**src/rtl/fir_mac_engine.sv**
```systemverilog
// rtl/fir_mac_engine.sv - sequential single-MAC FIR filter with saturating or wrapping output
// One multiply-accumulate per cycle over TAPS taps, then a finishing cycle that registers the result.
module fir_mac_engine #(
  parameter int DATA_W = 16,
  parameter int COEF_W = 16,
  parameter int TAPS   = 64,
  parameter int OUT_W  = 32,
  parameter int SAT_EN = 1
) (
  input  logic                     clk,
  input  logic                     reset,
  input  logic                     coef_we,
  input  logic [$clog2(TAPS)-1:0]  coef_addr,
  input  logic [COEF_W-1:0]        coef_data,
  input  logic                     in_valid,
  input  logic [DATA_W-1:0]        in_data,
  output logic                     in_ready,
  output logic                     out_valid,
  output logic [OUT_W-1:0]         out_data,
  input  logic                     out_ready,
  output logic                     busy,
  output logic                     overflow
);

  localparam int AW     = $clog2(TAPS);
  localparam int PROD_W = DATA_W + COEF_W;
  localparam int ACC_W  = DATA_W + COEF_W + AW;
  localparam int EXT_W  = ((ACC_W > OUT_W) ? ACC_W : OUT_W) + 1;

  localparam logic signed [EXT_W-1:0] MAX_V = {{(EXT_W-OUT_W+1){1'b0}}, {(OUT_W-1){1'b1}}};
  localparam logic signed [EXT_W-1:0] MIN_V = {{(EXT_W-OUT_W+1){1'b1}}, {(OUT_W-1){1'b0}}};

  typedef enum logic [1:0] {IDLE, MAC, OUT} state_t;

  state_t                    state;
  logic signed [COEF_W-1:0]  coef [TAPS];
  logic signed [DATA_W-1:0]  d    [TAPS];
  logic signed [ACC_W-1:0]   acc;
  logic [AW-1:0]             cnt;
  logic                      drain;
  logic signed [PROD_W-1:0]  prod;
  logic signed [EXT_W-1:0]   acc_ext;
  logic [OUT_W-1:0]          res;
  logic                      res_ovf;

  assign prod     = PROD_W'(d[cnt]) * PROD_W'(coef[cnt]);
  assign acc_ext  = EXT_W'(acc);
  assign in_ready = (state == IDLE);
  assign busy     = (state != IDLE);

  // Clamp or truncate the finished accumulator into the output width.
  always_comb begin
    res     = acc_ext[OUT_W-1:0];
    res_ovf = 1'b0;
    if (SAT_EN != 0) begin
      if (acc_ext > MAX_V) begin
        res     = {1'b0, {(OUT_W-1){1'b1}}};
        res_ovf = 1'b1;
      end else if (acc_ext < MIN_V) begin
        res     = {1'b1, {(OUT_W-1){1'b0}}};
        res_ovf = 1'b1;
      end
    end
  end

  always_ff @(posedge clk) begin
    if (reset) begin
      state     <= IDLE;
      acc       <= '0;
      cnt       <= '0;
      drain     <= 1'b0;
      out_valid <= 1'b0;
      out_data  <= '0;
      overflow  <= 1'b0;
      for (int k = 0; k < TAPS; k++) begin
        d[k]    <= '0;
        coef[k] <= '0;
      end
    end else begin
      case (state)
        IDLE: begin
          if (coef_we) coef[coef_addr] <= coef_data;
          if (in_valid) begin
            d[0] <= in_data;
            for (int k = 1; k < TAPS; k++) d[k] <= d[k-1];
            acc   <= '0;
            cnt   <= '0;
            drain <= 1'b0;
            state <= MAC;
          end
        end
        MAC: begin
          // The extra drain cycle lets the last product settle into acc before clamping.
          if (!drain) begin
            acc <= acc + ACC_W'(prod);
            if (cnt == AW'(TAPS-1)) drain <= 1'b1;
            else                    cnt   <= cnt + 1'b1;
          end else begin
            out_data  <= res;
            overflow  <= res_ovf;
            out_valid <= 1'b1;
            state     <= OUT;
          end
        end
        OUT: begin
          if (out_ready) begin
            out_valid <= 1'b0;
            state     <= IDLE;
          end
        end
        default: state <= IDLE;
      endcase
    end
  end

endmodule

```
**config.mk**
```make
export PLATFORM = sky130hd
export DESIGN_NAME = fir_mac_engine
export DESIGN_NICKNAME = d
export VERILOG_FILES = /design/src/rtl/fir_mac_engine.sv
export SDC_FILE = /design/constraint.sdc
export NUM_CORES = 2
export LEC_CHECK = 0
export BUFFER_PORTS_ARGS = -buffer_cell sky130_fd_sc_hd__buf_2
export CORE_MARGIN = 3
export CORE_UTILIZATION = 34
export CTS_CLUSTER_DIAMETER = 30
export CTS_CLUSTER_SIZE = 8
export DETAILED_ROUTE_END_ITERATION = 12
export PLACE_DENSITY_LB_ADDON = 0.3
export REMOVE_ABC_BUFFERS = 1
export SLEW_MARGIN = 15
export SYNTH_ARGS = -nofsm -noshare
export SYNTH_HDL_FRONTEND = slang
export SYNTH_SLANG_ARGS = --single-unit
```
**constraint.sdc**
```tcl
create_clock -name clk -period 34.2 [get_ports clk]
set_input_delay 1.71 -clock clk [delete_from_list [all_inputs] [get_ports clk]]
set_output_delay 1.71 -clock clk [all_outputs]
set_load 0.05 [all_outputs]
```
==> metrics.txt <==
Die ar.=322,000 µm²; commonest non-fill, non-tap cell in the layout=edfxtp_1; RSZ-0062 raised after global routing=no; Chip Width=568 µm; initial core utilization=0.343; Worst Skew=71.5 ps; Hold Path Class=reg2reg; xor/xnor share of the synthesized area=0.00302; first-pass GRT wire length=412,000 µm; I/O Buffers=78; Worst-Margin Slew=1100 ps; Cell Rows=205; Setup TNS=0 ps; clock-pin slew on the worst setup and hold paths=50 ps; DR iter-0 viols=6,086; Final period util=0.375; Clock Sinks=2,135; warnings from Yosys=0; fraction of registers with async set/reset=0; Main synth FF type=edfxtp_1; share of cells above drive strength 1=0.221; hold buffers post-CTS=0; Peak Freq=78.0 MHz; Resized Gates After CTS=0; fin crit period=12,820 ps; Final #Nets=7,710; Worst VDD drop=0.0611 mV; Yosys cell types=56; TritonCTS Buffers=450; Hold Fails Final Rpt=0; max cap viols=0; final hold slack=484 ps; Worst Path Required=34,900 ps; boundary pin count=79; Die Ht=568 µm; cell mode on critical path=fa_1; setup violators final=0; gpl congestion=0.824; initial antenna violation count=12; crit path launch type=register; run status=complete, no violations; total grt overflow=0; largest net degree at the start of global routing=230; critical path type=reg2reg; # DRC=0; synthesized area per cell=15.1 µm²; synthesized flop and latch total=2,135; Slowest-stage cell, CP=buf_4; Core Footprint=313,000 µm²; arrival time worst endpoint=13,530 ps; Clock Path Buffers=4; postcts setup bufs=0; mux cell area share after synthesis=0.139; Simple-Gate Fraction of Synth Area=0.147; GRT Total Usage=0.166; Final ANT Viol Nets=0; most frequent cells in the layout=edfxtp_1, and2_1, mux4_2; Compound-Gate Fraction of Synth Area=0.0118; DRT Wirelength=271,000 µm; Adder-Cell Fraction of Synth Area=0.0732; post-synthesis cell area=107,000 µm²; Mapped Cells=7,122; Area Overhead vs Synth=18.2%; Leak=49.3 nW; root buffer cell=clkbuf_16; post-detail-place hpwl=158,000 µm; worst-path maximum fanout=99; slew margin rel.=0.263; drt first pass iters=6; post-synthesis sequential area ratio=0.590; worst skew pair latency=900 ps; final slew viol count=0; P per Cell Area=73.1 nW/µm²; Post-synth EDFFs=2,048; vias=60,200; CP endpoint kind=register; main combinational cell family by area after synthesis=simple AND/OR/NAND/NOR gates; DR vias/cell=5.12; Fillers=28,400; # H-tree levels=5; vias in the first global route=63,800; DR WL/cell=23.0 µm; CTS tree=built; CP max stage delay=770 ps
[kinds of logic (layout without fill, tap and decap cells)]
| group | count (synthesis) | count (layout) |
|---|---|---|
| flip-flops | 2135 | 2135 |
| multiplexers | 681 | 681 |
| buffers and inverters | 934 | 1421 |
| XOR/XNOR | 37 | 37 |
| AO/OA/AOI/OAI | 198 | 198 |
| adder cells (fa/ha/maj) | 434 | 434 |
| AND/OR/NAND/NOR | 2703 | 2703 |
| other | 0 | 4 |
[critical path: cells and delay by family (launching register included)]
kind / cells / cell delay [ps]
buf+inv: 9 / 3600
flops: 1 / 690
simple gates: 1 / 160
fa+ha+maj: 7 / 3470
mux: 3 / 1200
compound gates: 9 / 3010
xor+xnor: 1 / 170
[layout make-up]
class	instances	area, µm²	area share
Clock buffer	525	11600	0.0916
Tap cell	4140	5180	0.0408
Antenna cell	4	10.0	0.0000789
Sequential cell	2135	63300	0.499
Timing Repair Buffer	225	1630	0.0129
Clock inverter	303	3430	0.0270
Multi-Input combinational cell	4053	40300	0.318
Inverter	368	1380	0.0109
[registers in the layout (all words and copies together) (netlist names), named ones only]
signal,count
acc,38
coef,1024
state,2
out_data,32
d,1024
overflow,1
drain,1
out_valid,1
cnt,6
[synth_stat cells (all sizes together), types with 3 or more instances]
library cell / number / area share
or3: 6 / 0.00035
clkbuf: 429 / 0.015
mux4: 649 / 0.14
o31ai: 3 / 0.00021
nand4: 7 / 0.00041
o21a: 11 / 0.00077
mux2i: 15 / 0.0014
and3: 550 / 0.032
inv: 367 / 0.013
o21ai: 38 / 0.0021
ha: 112 / 0.013
nand2b: 33 / 0.0019
a21o: 15 / 0.0011
mux2: 17 / 0.0018
a31oi: 3 / 0.00018
buf: 137 / 0.0074
xnor2: 24 / 0.0020
edfxtp: 2048 / 0.57
or4: 3 / 0.00021
a22oi: 29 / 0.0020
or2: 67 / 0.0039
fa: 322 / 0.060
nand3b: 4 / 0.00028
and2: 1041 / 0.061
o21bai: 7 / 0.00049
xor2: 13 / 0.0011
a21oi: 70 / 0.0033
a211oi: 8 / 0.00056
nand3: 18 / 0.00084
dfxtp: 87 / 0.016
nor2: 257 / 0.0090
nor2b: 515 / 0.030
nand2: 156 / 0.0055
nor3: 42 / 0.0020
[where the power goes]
part | switching, W | total, W | internal [W]
combinational | 0.00107 | 0.00186 | 0.000783
clock | 0.00141 | 0.00429 | 0.00288
sequential | 0.0000774 | 0.00312 | 0.00305
[worst paths after layout]
check	from	end	slack, ps	cells after the start
worst max-delay path	register	acc[37]	21380	30
worst min register to register	out_data[0]	out_data[0]	480	2
worst min-delay path	out_data[0]	out_data[0]	480	2
worst max register to register	register	acc[37]	21380	30
[per-layer routing]
metal	wire length, µm	vias up	global-route usage
met4	6680	6	0.0477
met1	122000	31500	0.238
met2	126000	1951	0.260
met3	16700	481	0.0287
met5	36	-	0
li1	-	26300	-
[metrics by stage]
step / instances / util / setup slack (ps) / power [W] / instance area, µm²
2_1_floorplan: 6556 / - / 5290 / 0.00471 / 105000
3_3_place_gp: 10900 / 0.357 / 21620 / 0.00499 / 112000
3_5_place_dp: 10900 / 0.357 / 21640 / 0.00502 / 112000
4_1_cts: 11700 / 0.405 / 21490 / 0.00935 / 127000
5_1_grt: 11800 / 0.405 / 21020 / 0.00973 / 127000
6_report: 11800 / 0.405 / 21380 / 0.00927 / 127000
(Power assumes the default switching activity.)
